## src/rtl/hbridge_guard_if.sv

```systemverilog
// Request/response bundle between a motor driver and its H-bridge guard.
// The master side issues direction/enable requests; the slave side owns the guarded pins.
interface hbridge_guard_if #(
  parameter int unsigned CHG_W = 8
);
  logic             req_a;
  logic             req_b;
  logic             req_en;
  logic             estop;
  logic             out_a;
  logic             out_b;
  logic             out_en;
  logic             busy;
  logic             fault;
  logic [CHG_W-1:0] chg_count;

  modport master (
    output req_a, req_b, req_en, estop,
    input  out_a, out_b, out_en, busy, fault, chg_count
  );

  modport slave (
    input  req_a, req_b, req_en, estop,
    output out_a, out_b, out_en, busy, fault, chg_count
  );
endinterface

```

## src/rtl/hbridge_guard.sv

```systemverilog
// H-bridge protection stage: forces a timed all-off dead interval whenever drive is left,
// rejects the both-high request and honours an emergency stop.
module hbridge_guard #(
  parameter int unsigned DEAD_CYCLES = 50000,
  parameter int unsigned CNT_W       = 17,
  parameter int unsigned CHG_W       = 8
) (
  input logic           clk,
  input logic           rst_n,
  hbridge_guard_if.slave bus
);

  typedef enum logic [1:0] {StCoast, StDrive, StDead} state_e;

  state_e           state_q, state_d;
  logic             dir_fwd_q, dir_fwd_d;
  logic [CNT_W-1:0] cnt_q, cnt_d;
  logic [CHG_W-1:0] chg_q, chg_d;
  logic             fault_q, fault_d;
  logic             out_a_q, out_a_d;
  logic             out_b_q, out_b_d;
  logic             out_en_q, out_en_d;
  logic             busy_q, busy_d;

  logic req_fwd, req_rev, keep_drive;

  // The illegal 11 code decodes to neither direction, so it behaves as STOP.
  assign req_fwd    = bus.req_a & ~bus.req_b;
  assign req_rev    = ~bus.req_a & bus.req_b;
  assign keep_drive = ~bus.estop & (dir_fwd_q ? req_fwd : req_rev);

  always_comb begin
    state_d   = state_q;
    dir_fwd_d = dir_fwd_q;
    cnt_d     = cnt_q;
    chg_d     = chg_q;
    fault_d   = fault_q | (bus.req_a & bus.req_b);
    out_a_d   = 1'b0;
    out_b_d   = 1'b0;
    out_en_d  = 1'b0;
    busy_d    = 1'b0;

    unique case (state_q)
      StCoast: begin
        if ((req_fwd | req_rev) & ~bus.estop) begin
          state_d   = StDrive;
          dir_fwd_d = req_fwd;
          out_a_d   = req_fwd;
          out_b_d   = req_rev;
          out_en_d  = bus.req_en;
        end
      end
      StDrive: begin
        if (keep_drive) begin
          out_a_d  = dir_fwd_q;
          out_b_d  = ~dir_fwd_q;
          out_en_d = bus.req_en;
        end else begin
          state_d = StDead;
          cnt_d   = CNT_W'(DEAD_CYCLES - 1);
          busy_d  = 1'b1;
          if (chg_q != '1) begin
            chg_d = chg_q + CHG_W'(1);
          end
        end
      end
      StDead: begin
        // Requests and estop are deliberately ignored so the interval is never shortened.
        if (cnt_q == '0) begin
          state_d = StCoast;
        end else begin
          cnt_d  = cnt_q - CNT_W'(1);
          busy_d = 1'b1;
        end
      end
      default: begin
        state_d = StCoast;
      end
    endcase
  end

  always_ff @(posedge clk) begin
    if (!rst_n) begin
      state_q   <= StCoast;
      dir_fwd_q <= 1'b0;
      cnt_q     <= '0;
      chg_q     <= '0;
      fault_q   <= 1'b0;
      out_a_q   <= 1'b0;
      out_b_q   <= 1'b0;
      out_en_q  <= 1'b0;
      busy_q    <= 1'b0;
    end else begin
      state_q   <= state_d;
      dir_fwd_q <= dir_fwd_d;
      cnt_q     <= cnt_d;
      chg_q     <= chg_d;
      fault_q   <= fault_d;
      out_a_q   <= out_a_d;
      out_b_q   <= out_b_d;
      out_en_q  <= out_en_d;
      busy_q    <= busy_d;
    end
  end

  assign bus.out_a     = out_a_q;
  assign bus.out_b     = out_b_q;
  assign bus.out_en    = out_en_q;
  assign bus.busy      = busy_q;
  assign bus.fault     = fault_q;
  assign bus.chg_count = chg_q;

endmodule

```

## src/flat_wrapper.sv

```systemverilog
// flat-port wrapper written by rule: the top's interface ports become plain ports
module hbridge_guard_flat 
#(
  parameter int unsigned DEAD_CYCLES = 50000,
  parameter int unsigned CNT_W       = 17,
  parameter int unsigned CHG_W       = 8
)
  (clk, rst_n, bus_req_a, bus_req_b, bus_req_en, bus_estop, bus_out_a, bus_out_b, bus_out_en, bus_busy, bus_fault, bus_chg_count);
  hbridge_guard_if #(.CHG_W(CHG_W)) bus_i ();
  input logic clk;
  input logic rst_n;
  input wire logic [$bits(bus_i.req_a)-1:0] bus_req_a;
  input wire logic [$bits(bus_i.req_b)-1:0] bus_req_b;
  input wire logic [$bits(bus_i.req_en)-1:0] bus_req_en;
  input wire logic [$bits(bus_i.estop)-1:0] bus_estop;
  output wire logic [$bits(bus_i.out_a)-1:0] bus_out_a;
  output wire logic [$bits(bus_i.out_b)-1:0] bus_out_b;
  output wire logic [$bits(bus_i.out_en)-1:0] bus_out_en;
  output wire logic [$bits(bus_i.busy)-1:0] bus_busy;
  output wire logic [$bits(bus_i.fault)-1:0] bus_fault;
  output wire logic [$bits(bus_i.chg_count)-1:0] bus_chg_count;
  assign bus_i.req_a = bus_req_a;
  assign bus_i.req_b = bus_req_b;
  assign bus_i.req_en = bus_req_en;
  assign bus_i.estop = bus_estop;
  assign bus_out_a = bus_i.out_a;
  assign bus_out_b = bus_i.out_b;
  assign bus_out_en = bus_i.out_en;
  assign bus_busy = bus_i.busy;
  assign bus_fault = bus_i.fault;
  assign bus_chg_count = bus_i.chg_count;
  hbridge_guard #(.DEAD_CYCLES(DEAD_CYCLES), .CNT_W(CNT_W), .CHG_W(CHG_W)) u_core (.clk(clk), .rst_n(rst_n), .bus(bus_i));
endmodule
```

## config.mk

```make
export PLATFORM = sky130hd
export DESIGN_NAME = hbridge_guard_flat
export DESIGN_NICKNAME = d
export VERILOG_FILES = /design/src/rtl/hbridge_guard_if.sv /design/src/rtl/hbridge_guard.sv /design/src/flat_wrapper.sv
export SDC_FILE = /design/constraint.sdc
export NUM_CORES = 1
export LEC_CHECK = 0
export CAP_MARGIN = 15
export CELL_PAD_IN_SITES_DETAIL_PLACEMENT = 0
export CELL_PAD_IN_SITES_GLOBAL_PLACEMENT = 2
export CORE_UTILIZATION = 31
export DETAILED_ROUTE_END_ITERATION = 12
export GPL_TIMING_DRIVEN = 0
export PLACE_DENSITY = 0.85
export SLEW_MARGIN = 20
export SYNTH_ARGS = -nofsm -noshare
export SYNTH_HDL_FRONTEND = slang
export SYNTH_SLANG_ARGS = --single-unit
```

## constraint.sdc

```tcl
create_clock -name clk -period 2.1 [get_ports clk]
set_clock_uncertainty 0.05 [all_clocks]
set_input_delay 0.42 -clock clk [delete_from_list [all_inputs] [get_ports clk]]
set_output_delay 0.42 -clock clk [all_outputs]
set_load 0.005 [all_outputs]
```

==> summary.md <==
| Metric | Value |
|---|---|
| Critical path's slowest cell | `or4_4` |
| Clock transition at path regs | `0.07 ns` |
| Final core utilization | `41.89%` |
| Worst vdd ir | `0.0003889 V` |
| Clock power frac | `23.3%` |
| Commonest non-fill, non-tap cell in the layout | `dfxtp_1` |
| Mapped cell area | `1818 um2` |
| Core area | `5574 um2` |
| Unrepaired setup endpoints after global routing | `true` |
| Synth Area per Inst | `9.090 um2` |
| Max-slew violations | `0` |
| First-pass iteration count of the detailed router | `4` |
| Post-DP HPWL | `2.952 mm` |
| Element type at the critical path end | `register` |
| Clock Latency Late Sink | `0.29 ns` |
| Worst hold margin | `0.4257 ns` |
| H-tree depth | `2` |
| Clock period minus worst slack | `2.046 ns` |
| Syn Nets | `215` |
| Switching Fraction | `36.29%` |
| Vias per cell | `5.128` |
| # hold bufs at CTS | `0` |
| Crit-path max cell delay | `0.59 ns` |
| Arr. time, crit path | `2.21 ns` |
| Combinational Power Share | `37.9%` |
| Critical Path Source Type | `register` |
| Final net count | `246` |
| Buffers added on ports | `18` |
| Area Growth Syn to Fin | `28.42%` |
| Worst-path cell chain | `or4_4 > nor4_4 > buf_4 > a21boi_2 > nor2_2 > mux2i_1` |
| Leak | `0.0008701 uW` |
| Final setup viols | `0` |
| Seq/Total Area, Yosys | `36.34%` |
| Slew HR | `65.19%` |
| Most frequent cells in the layout | `30 x dfxtp_1, 16 x clkdlybuf4s50_1, 14 x nor2_1` |
| Total wire length | `4.310 mm` |
| Number of synthesized register bits | `33` |
| Post-route ant nets | `0` |
| Initial DRC count | `79` |
| Fmax | `488.6 MHz` |
| YS warnings | `0` |
| Clk buf depth | `2` |
| Ratio of cells with drive above 1 in the final layout | `20.26%` |
| Total gr overflow | `0` |
| CTS Buf Count | `5` |
| Clock tree root buffer cell | `clkbuf_8` |
| CP Max Fanout | `7` |
| Initial antenna violation count | `0` |
| Max-cap viol count | `0` |
| Routed WL per cell | `14.18 um` |
| Yosys cell types | `47` |
| Die area | `6175 um2` |
| Antenna diodes | `0` |
| GPL Wtd Cong | `0.7978` |
| Sink Count | `33` |
| Final std cells w/o fill | `304` |
| Initial Utilization | `32.62%` |
| Setup Crit Path Kind | `reg2reg` |
| Period utilization | `97.45%` |
| P_int | `1269 uW` |
| CTS tree | `yes` |
| Pin count of the biggest net entering global routing | `11` |
| CP bufs+invs | `1` |
| Via count of the routed design | `1,559` |
| WP data required | `2.27 ns` |
| First-pass GRT wire length | `7.300 mm` |
| Sequential share of power | `38.8%` |
| Mapped Cells | `200` |
| Number of global-route vias before repair | `1,494` |
| Delay-heaviest family, CP | `simple AND/OR/NAND/NOR gates` |
| Hold Crit Class | `reg2reg` |
| Die width | `78.58 um` |
| P_sw | `723.1 uW` |
| PwrDens | `853.4 nW/um2` |
| Actual slew at the worst max-slew pin | `0.5222 ns` |
| Layout fillers | `559` |
| Top Ports | `19` |
| Final Hold Vio Count | `0` |
| Inst Count DP | `290` |
| Cell Rows | `27` |
| Overall global routing resource usage | `15.52%` |
| Chip Height | `78.58 um` |
| Residual DRC | `0` |
| Status | `completed` |
-- metal layers --
layer / wire (um) / part of all wire [%] / track usage (%) / vias up
met5: 0 / 0 / 0 / -
li1: - / - / - / 784
met2: 2013 / 47 / 23.57 / 13
met3: 90 / 2.1 / 3.605 / 6
met4: 57 / 1.3 / 7.222 / 0
met1: 2148 / 50 / 20.56 / 756
-- per-stage QoR --
stage / total power (uW) / TNS [ns] / setup slack (ns) / instance area [um2]
6_report: 1993 / 0 / 0.05354 / 2335
5_1_grt: 2126 / -0.01170 / -0.01130 / 2335
4_1_cts: 1929 / 0 / 0.001192 / 2282
3_5_place_dp: 1405 / -16.99 / -0.8527 / 2088
3_3_place_gp: 1407 / -16.68 / -0.8528 / 2088
2_1_floorplan: 1258 / 0 / 0.05711 / 1818
-- logic make-up after synthesis --
| group | Yosys count | share of synthesized area (%) |
|---|---|---|
| flip-flops | 33 | 36.34 |
| AND/OR/NAND/NOR | 86 | 30.28 |
| AO/OA/AOI/OAI | 38 | 14.18 |
| buffers and inverters | 14 | 3.028 |
| XOR/XNOR | 15 | 7.227 |
| adder cells (fa/ha/maj) | 9 | 6.194 |
| multiplexers | 5 | 2.753 |
-- worst paths after layout --
path | startpoint | endpoint | slack, ns | depth (start not counted)
worst min-delay path | u_core.bus.fault$_SDFF_PN0_ | u_core.bus.fault$_SDFF_PN0_ | 0.43 | 1
worst max-delay path | u_core.cnt_q[2]$_SDFFE_PN0P_ | u_core.state_q[1]$_SDFFE_PN0P_ | 0.05 | 6
worst max register to register | u_core.cnt_q[2]$_SDFFE_PN0P_ | u_core.state_q[1]$_SDFFE_PN0P_ | 0.05 | 6
worst min register to register | u_core.bus.fault$_SDFF_PN0_ | u_core.bus.fault$_SDFF_PN0_ | 0.43 | 1
-- repair_timing --
item                                    in CTS  in global routing
buffers inserted                             4                  2
cloned                                       0                  0
gates resized for setup                     22                 10
endpoints found under the setup margin      25                 15
pin swaps                                    2                  3
-- power groups by stage --
| stage | clock network (uW) | logic, uW | registers, uW |
|---|---|---|---|
| floorplan | 0 | 497 | 761 |
| global placement | 0 | 630 | 777 |
| detailed placement | 0 | 627 | 778 |
| CTS | 477 | 684 | 767 |
| global route | 510 | 832 | 785 |
| finish | 465 | 755 | 773 |
-- cell usage after synthesis (all sizes together) --
master | instances | area share, %
dfxtp | 33 | 36
nor2 | 16 | 3.3
nand2 | 13 | 2.7
a21oi | 9 | 2.7
ha | 9 | 6.2
inv | 9 | 1.9
nor4 | 9 | 5.8
o21ai | 8 | 2.2
xor2 | 8 | 3.9
xnor2 | 7 | 3.4
nand3 | 6 | 1.7
or3 | 6 | 2.1
mux2i | 5 | 2.8
nor2b | 5 | 1.7
o21a | 5 | 2.1
a211oi | 4 | 1.7
and2 | 4 | 1.4
or4 | 4 | 1.9
a21boi | 3 | 1.4
clkbuf | 3 | 0.62
nand2b | 3 | 1.0
nor3b | 3 | 1.5
nor4b | 3 | 1.4
nor4bb | 3 | 1.7
o211ai | 3 | 1.2
or2 | 3 | 1.0
and4 | 2 | 1.1
buf | 2 | 0.55
nand3b | 2 | 0.83
nor3 | 2 | 0.55
a2111oi | 1 | 0.48
a21o | 1 | 0.41
and3 | 1 | 0.34
nand4 | 1 | 0.34
o2111a | 1 | 0.62
o211a | 1 | 0.55
o22ai | 1 | 0.34
o41ai | 1 | 0.48
-- sequential cells by signal, summed over array words and instances (netlist names) --
| register | cells |
|---|---|
| u_core.cnt_q | 17 |
| u_core.bus.out_a | 1 |
| u_core.bus.out_en | 1 |
| u_core.bus.chg_count | 8 |
| u_core.bus.fault | 1 |
| u_core.dir_fwd_q | 1 |
| u_core.state_q | 2 |
| u_core.bus.out_b | 1 |
| u_core.bus.busy | 1 |
-- final cells by class --
type | instances | area [um2] | area share, %
multi-input combinational | 153 | 1210 | 51.82
clock buffer | 8 | 80.08 | 3.430
buffer | 5 | 30.03 | 1.286
tap | 72 | 90.09 | 3.859
inverter | 9 | 33.78 | 1.447
sequential | 33 | 664.4 | 28.46
timing repair buffer | 24 | 226.5 | 9.700
Power figures use the tool's default switching activity.
